`config.mk`:
```
export PLATFORM = sky130hd
export DESIGN_NAME = fifo_cmd_reader
export DESIGN_NICKNAME = d
export VERILOG_FILES = /design/src/rtl/fifo_cmd_reader.sv
export SDC_FILE = /design/constraint.sdc
export NUM_CORES = 1
export LEC_CHECK = 0
export CORE_AREA = 4 4 41 43
export CTS_BUF_LIST = sky130_fd_sc_hd__clkbuf_4
export DETAILED_ROUTE_END_ITERATION = 10
export DIE_AREA = 0 0 45 47
export DONT_BUFFER_PORTS = 1
export PLACE_DENSITY = 0.36
export SLEW_MARGIN = 20
export SYNTH_ARGS = -nofsm -noshare
export SYNTH_HDL_FRONTEND = slang
export SYNTH_SLANG_ARGS = --single-unit
```
`constraint.sdc`:
```
create_clock -name i_clk -period 1.2 [get_ports i_clk]
set_input_delay 0.12 -clock i_clk [delete_from_list [all_inputs] [get_ports i_clk]]
set_output_delay 0.12 -clock i_clk [all_outputs]
set_load 0.01 [all_outputs]
```
`src/rtl/fifo_cmd_reader.sv`:
```
// fifo_cmd_reader: drains a show-ahead FIFO into one registered valid/ready stage,
// keeping a minimum idle gap between handshakes. Define FIFO_RD_STATS_EN for pop/stall counters.
module fifo_cmd_reader #(
  parameter int WIDTH      = 4,
  parameter int GAP_CYCLES = 0,
  parameter int CNT_W      = 16
) (
  input  logic             i_clk,
  input  logic             i_rst_n,
  input  logic [WIDTH-1:0] i_fifo_data,
  input  logic             i_fifo_empty,
  output logic             o_fifo_rd_en,
  output logic             o_valid,
  output logic [WIDTH-1:0] o_data,
  input  logic             i_ready,
  input  logic             i_flush
`ifdef FIFO_RD_STATS_EN
  ,
  output logic [CNT_W-1:0] o_pop_cnt,
  output logic [CNT_W-1:0] o_stall_cnt
`endif
);

  localparam int            GW     = (GAP_CYCLES > 0) ? $clog2(GAP_CYCLES + 1) : 1;
  localparam logic [GW-1:0] GAP_LD = GW'(GAP_CYCLES);
  localparam logic [GW-1:0] ONE    = GW'(1);

  if (WIDTH < 1 || CNT_W < 1 || GAP_CYCLES < 0) begin : g_bad_param
    $error("fifo_cmd_reader: WIDTH and CNT_W must be >= 1, GAP_CYCLES >= 0");
  end

  // Bit 0 of the encoding doubles as the registered valid flag
  typedef enum logic [1:0] {
    IDLE = 2'b00,
    HOLD = 2'b01,
    GAP  = 2'b10
  } state_t;

  state_t        state_q, state_d;
  logic [GW-1:0] gap_cnt_q, gap_cnt_d;
  logic          hs;
  logic          pop;
  logic          gap_long;

  assign o_valid = state_q[0];
  assign hs      = o_valid & i_ready;

  // Reset gates the pop so the FIFO is never drained while we are held in reset
  assign pop = i_rst_n & ~i_fifo_empty & ~i_flush &
               ((state_q == IDLE) | (hs & (GAP_CYCLES == 0)));
  assign o_fifo_rd_en = pop;

  always_comb begin
    gap_cnt_d = gap_cnt_q;
    if (i_flush)
      gap_cnt_d = '0;
    else if (hs)
      gap_cnt_d = GAP_LD;
    else if (gap_cnt_q != '0)
      gap_cnt_d = gap_cnt_q - ONE;
  end

  assign gap_long = ({1'b0, gap_cnt_d} > {1'b0, ONE});

  always_comb begin
    state_d = state_q;
    if (i_flush) begin
      state_d = IDLE;
    end else if (pop) begin
      state_d = HOLD;
    end else begin
      case (state_q)
        HOLD:    if (hs) state_d = gap_long ? GAP : IDLE;
        GAP:     if (!gap_long) state_d = IDLE;
        default: state_d = IDLE;
      endcase
    end
  end

  always_ff @(posedge i_clk or negedge i_rst_n) begin
    if (!i_rst_n) begin
      state_q   <= IDLE;
      gap_cnt_q <= '0;
      o_data    <= '0;
    end else begin
      state_q   <= state_d;
      gap_cnt_q <= gap_cnt_d;
      if (pop)
        o_data <= i_fifo_data;
    end
  end

`ifdef FIFO_RD_STATS_EN
  function automatic logic [CNT_W-1:0] sat_inc(input logic [CNT_W-1:0] v);
    return (&v) ? v : v + CNT_W'(1);
  endfunction

  // Statistics survive flush; only reset clears them
  always_ff @(posedge i_clk or negedge i_rst_n) begin
    if (!i_rst_n) begin
      o_pop_cnt   <= '0;
      o_stall_cnt <= '0;
    end else begin
      if (pop)
        o_pop_cnt <= sat_inc(o_pop_cnt);
      if (o_valid && !i_ready)
        o_stall_cnt <= sat_inc(o_stall_cnt);
    end
  end
`endif

endmodule

```
==> impl_metrics.env, run 1 <==
export IMPL_status="finished, violations left"
export IMPL_wl_met2_um=224
export IMPL_drv_slew=0
export IMPL_clkSinkCount=5
export IMPL_path_buf_inv=1
export IMPL_drc_errors=0
export IMPL_slowest_delay_ps=440
export IMPL_syn_num_nets=24
export IMPL_worst_slew_pin_slew_ps=231.2
export IMPL_reg2reg_to="o_data[1]"
export IMPL_pwr_share_seq=0.451
export IMPL_synth_cells=15
export IMPL_top_layer="met3"
export IMPL_synth_top_cell_area_share=0.5348
export IMPL_finalSetupViolCount=5
export IMPL_die_area_mm2=0.002115
export IMPL_violations="negative setup slack"
export IMPL_synthDistinctLibCells=8
export IMPL_reg2reg_depth=3
export IMPL_layout_drive_gt1_share=0.5909
export IMPL_fill_cells=149
export IMPL_p_comb_frac=0.135
export IMPL_grt_usage=0.06190
export IMPL_final_hold_violation_count=0
export IMPL_core_mm2=0.001301
export IMPL_finalCritPeriodShare=1.126
export IMPL_cts_tree="yes"
export IMPL_required_ps=1080
export IMPL_final_common_cell="dfrtp_1"
export IMPL_endpoint_kind="output port"
export IMPL_wl_um=504
export IMPL_hold_depth=1
export IMPL_p_leak_uw=0.0001555
export IMPL_yosysWarnings=0
export IMPL_fin_ws_ps=-150.9
export IMPL_overflow=0
export IMPL_die_x_um=45
export IMPL_reg2reg_from="state_q[0]"
export IMPL_clk_pin_slew_ps=40
export IMPL_cts_buffers_inserted=3
export IMPL_startpoint="state_q[0]"
export IMPL_diodes=0
export IMPL_antenna_found_initial=0
export IMPL_cp_cell_sequence="nand2b_1 > or3b_4 > inv_2"
export IMPL_arrival_ps=1230
export IMPL_post_place_ws_ps=-230.7
export IMPL_yosys_area_top_type="dfrtp_1"
export IMPL_final_core_util=0.2375
export IMPL_finClkSkew_ps=5.220
export IMPL_timing_hold_ws_ps=28.30
export IMPL_io_buffers=0
export IMPL_power_uw=513.1
export IMPL_irDropWorstVdd_v=0.0005787
export IMPL_htree_levels=1
export IMPL_synth_area_per_cell_um2=15.60
export IMPL_drt_iter0_markers=1
export IMPL_r2r_setup_slack_ps=-130
export IMPL_firstDrtPassIters=2
export IMPL_wl_per_cell_um=13.62
export IMPL_start_kind="flip-flop"
export IMPL_syn_area_um2=234.0
export IMPL_rows=13
export IMPL_cp_top_family="simple AND/OR/NAND/NOR gates"
export IMPL_start_util=0.1798
export IMPL_grt_max_degree=6
export IMPL_slew_headroom=0.8454
export IMPL_via_per_inst=3.703
export IMPL_met3RoutedLength_um=75
export IMPL_power_density_mw_per_mm2=1660
export IMPL_p_sw_frac=0.2262
export IMPL_area_delta_synth_final_pct=32.09
export IMPL_via_count=137
export IMPL_ant_nets=0
export IMPL_tns_ps=-666.9
export IMPL_drt_met1_wl_um=203
export IMPL_fin_nets=32
export IMPL_cp_slowest_cell="or3b_4"
export IMPL_ys_ff_latch=5
export IMPL_clock_power_share=0.414
export IMPL_critical_path_max_fanout=5
export IMPL_place_gp_congestion=0.5578
export IMPL_grt_pass1_vias=165
export IMPL_final_cell_mix="dfrtp_1, mux2_4, clkbuf_4"
export IMPL_root_buffer="clkbuf_4"
export IMPL_rsz0062_at_grt="true"
export IMPL_cts_path_max_buffers=2
export IMPL_path_class="reg2out"
export IMPL_maxCapViolations=0
export IMPL_fmaxAchievable_ghz=0.7402
export IMPL_die_h_um=47
export IMPL_period_needed_ps=1351
export IMPL_io_pins=15
export IMPL_ys_top_cells_by_area="dfrtp_1, mux2_4, nand2b_4, buf_6, or3b_1"
export IMPL_switching_power_uw=116.1
export IMPL_intPower_uw=397.0
export IMPL_grt_pass1_wl_um=745
export IMPL_ys_seq_area_frac=0.5348
export IMPL_path_depth=3
export IMPL_critPathCapture="o_fifo_rd_en"
export IMPL_insertion_delay_ps=240
export IMPL_hold_class="in2reg"
[flip-flops by register name, indices dropped and copies added (netlist names)]
name and count:
o_data 4, state_q 1
[kinds of logic after synthesis]
family | count (synthesis) | share of synthesized area
compound gates | 1 | 0.02137
buf+inv | 2 | 0.06415
simple gates | 3 | 0.1230
flops | 5 | 0.5348
mux | 4 | 0.2567
[worst min-delay path by stage]
stage	from	end	slack, ps
final	i_fifo_data[0]	o_data[0]	30
after global routing	i_fifo_data[3]	o_data[3]	2
after CTS	i_fifo_data[0]	o_data[0]	10
after detailed placement	i_rst_n	o_data[3]	-180
after global placement	i_rst_n	o_data[2]	-180
after floorplan	i_rst_n	o_data[0]	-180
[synthesized netlist by cell type, drive strengths merged]
cell	n
dfrtp	5
mux2	4
nand2b	2
a21oi	1
buf	1
or3b	1
inv	1
[power by group through the flow]
stage	registers (uW)	logic, uW	clock network (uW)
4_1_cts	233	69.2	227
3_3_place_gp	235	57.2	0
3_5_place_dp	235	58.6	0
6_report	231	69.2	212
2_1_floorplan	229	53.3	0
5_1_grt	235	73.8	249
[per-stage QoR]
stage          instances  area [um2]
3_3_place_gp          30       249.0
2_1_floorplan         15       234.0
6_report              37       309.0
3_5_place_dp          30       249.0
4_1_cts               36       301.5
5_1_grt               37       309.0
[timing repair]
item	in CTS	in global routing
gates resized for setup	2	0
setup endpoints to repair	5	5
buffers inserted	0	1
hold buffers	2	0
hold endpoints to repair	6	0
[area by class of cell]
type | count | area [um2] | share of cell area
clock buffer | 4 | 30.03 | 0.09717
multi-input combinational | 8 | 96.34 | 0.3117
tap | 15 | 18.77 | 0.06073
inverter | 1 | 3.754 | 0.01215
timing repair buffer | 4 | 35.03 | 0.1134
sequential | 5 | 125.1 | 0.4049
[routing by layer]
metal  global-route usage  up-vias
met5                    0        -
met4              0.03509        0
met3              0.09579        0
met2              0.06497        9
met1              0.05530       64
li1                     -       64
No activity file was read; power rests on OpenSTA's default activity.
==> run 2, diff against run 1 <==
Settings changed: PLACE_DENSITY 0.36 to 0.35.
Clock period 1.2 ns to 1.4 ns, I/O delays scaled along.
==> impl_metrics.env, run 2 (synthesis results as in run 1) <==
export IMPL_overflow=0
export IMPL_final_common_cell="dfrtp_1"
export IMPL_root_buffer="clkbuf_4"
export IMPL_fin_nets=31
export IMPL_fin_cells=36
export IMPL_gr_usage_met2=0.08475
export IMPL_worst_slew_pin_slew_ps=264.1
export IMPL_r2r_setup_slack_ps=70
export IMPL_p_sw_frac=0.2338
export IMPL_top_regs="o_data (4), state_q (1)"
export IMPL_dp_cells=30
export IMPL_power_density_mw_per_mm2=1469
export IMPL_insertion_delay_ps=240
export IMPL_htree_levels=1
export IMPL_met1_usage=0.05721
export IMPL_clkSinkCount=5
export IMPL_grt_usage=0.06097
export IMPL_antenna_found_initial=0
export IMPL_worstHoldStart="i_rst_n"
export IMPL_cp_slowest_cell="or3b_4"
export IMPL_wl_per_cell_um=15.72
export IMPL_intPower_uw=339.3
export IMPL_wl_um=566
export IMPL_grt_use_met3=0.06130
export IMPL_drc_errors=0
export IMPL_final_core_util=0.2317
export IMPL_fill_cells=148
export IMPL_cp_top_family="simple AND/OR/NAND/NOR gates"
export IMPL_finalCritPeriodShare=0.9789
export IMPL_required_ps=1260
export IMPL_rows=13
export IMPL_endpoint_kind="output port"
export IMPL_grt_pass1_vias=171
export IMPL_grt_pass1_wl_um=772
export IMPL_clk_pin_slew_ps=40
export IMPL_die_x_um=45
export IMPL_irDropWorstVdd_v=0.0004488
export IMPL_ant_nets=0
export IMPL_status="completed"
export IMPL_drt_iter0_markers=2
export IMPL_slew_headroom=0.8234
export IMPL_via_per_inst=3.889
export IMPL_p_comb_frac=0.133
export IMPL_finClkSkew_ps=1.644
export IMPL_reg2reg_to="o_data[0]"
export IMPL_io_buffers=0
export IMPL_cts_buffers_inserted=3
export IMPL_hold_depth=2
export IMPL_final_cell_mix="dfrtp_1, mux2_4, clkbuf_4"
export IMPL_io_pins=15
export IMPL_busiest_layer="met2"
export IMPL_final_hold_violation_count=0
export IMPL_tns_ps=0
export IMPL_path_buf_inv=1
export IMPL_grt_max_degree=6
export IMPL_start_kind="flip-flop"
export IMPL_firstDrtPassIters=2
export IMPL_core_mm2=0.001301
export IMPL_hold_class="in2reg"
export IMPL_cts_path_max_buffers=2
export IMPL_clock_power_share=0.417
export IMPL_arrival_ps=1230
export IMPL_slowest_delay_ps=440
export IMPL_largest_register="o_data"
export IMPL_maxCapViolations=0
export IMPL_layout_drive_gt1_share=0.5714
export IMPL_cp_cell_sequence="nand2b_1 > or3b_4 > inv_2"
export IMPL_critical_path_max_fanout=5
export IMPL_switching_power_uw=103.6
export IMPL_cts_setup_buffers=0
export IMPL_period_needed_ps=1371
export IMPL_diodes=0
export IMPL_die_area_mm2=0.002115
export IMPL_path_class="reg2out"
export IMPL_drv_slew=0
export IMPL_reg2reg_from="state_q[0]"
export IMPL_largest_reg_flops=4
export IMPL_pwr_share_seq=0.450
export IMPL_place_gp_congestion=0.5944
export IMPL_rsz0062_at_grt="true"
export IMPL_p_leak_uw=0.0001512
export IMPL_area_delta_synth_final_pct=28.88
export IMPL_via_count=140
export IMPL_fmaxAchievable_ghz=0.7297
export IMPL_die_h_um=47
export IMPL_reg2reg_depth=3
export IMPL_min_to="state_q[0]"
export IMPL_finalSetupViolCount=0
export IMPL_start_util=0.1798
export IMPL_cts_tree="yes"
run 2: layer usage:
layer	vias up	routed length, um
met2	8	278
met5	-	0
li1	61	-
met4	0	4
met1	69	227
met3	2	55
run 2: power by group through the flow:
stage | logic (uW) | clock network (uW) | registers (uW)
floorplan | 45.7 | 0 | 197
global placement | 49.0 | 0 | 201
detailed placement | 50.7 | 0 | 202
CTS | 60.6 | 199 | 200
global route | 63.2 | 208 | 201
finish | 59.0 | 185 | 199
run 2: cell type report:
class | instances | area [um2] | area share
multi-input combinational | 8 | 96.34 | 0.3195
clock buffer | 4 | 30.03 | 0.09959
timing repair buffer | 3 | 27.53 | 0.09129
inverter | 1 | 3.754 | 0.01245
sequential | 5 | 125.1 | 0.4149
tap | 15 | 18.77 | 0.06224
run 2: what timing repair did:
| action | in CTS | in global routing |
|---|---|---|
| endpoints found under the hold margin | 6 | 0 |
| setup endpoints to repair | 5 | 1 |
| gates resized for setup | 2 | 0 |
| hold buffers | 2 | 0 |
run 2: worst max path at each step:
stage                     startpoint           end  slack, ps  depth (start not counted)
final                     state_q[0]  o_fifo_rd_en         30                          3
after global routing      state_q[0]  o_fifo_rd_en        -30                          3
after detailed placement  state_q[0]     o_data[0]        -10                          3
after global placement    state_q[0]     o_data[0]         -2                          3
after floorplan           state_q[0]     o_data[0]         20                          4
after CTS                 state_q[0]  o_fifo_rd_en         10                          3
run 2: stage by stage:
stage | cell area [um2] | hold slack [ps] | power [uW] | setup WS [ps]
after floorplan | 234.0 | -155.6 | 242.3 | 23.95
after CTS | 301.5 | 31.46 | 459.2 | 13.77
final | 301.5 | 46.66 | 442.9 | 29.49
after global placement | 249.0 | -155.4 | 250.0 | -2.122
after global routing | 301.5 | 26.97 | 472.0 | -31.46
after detailed placement | 249.0 | -155.4 | 252.7 | -13.53
run 2: worst reg2reg max path: cells and delay by family (launching register included):
family | cells | cell delay [ps]
simple gates | 2 | 530
flops | 1 | 370
mux | 1 | 320
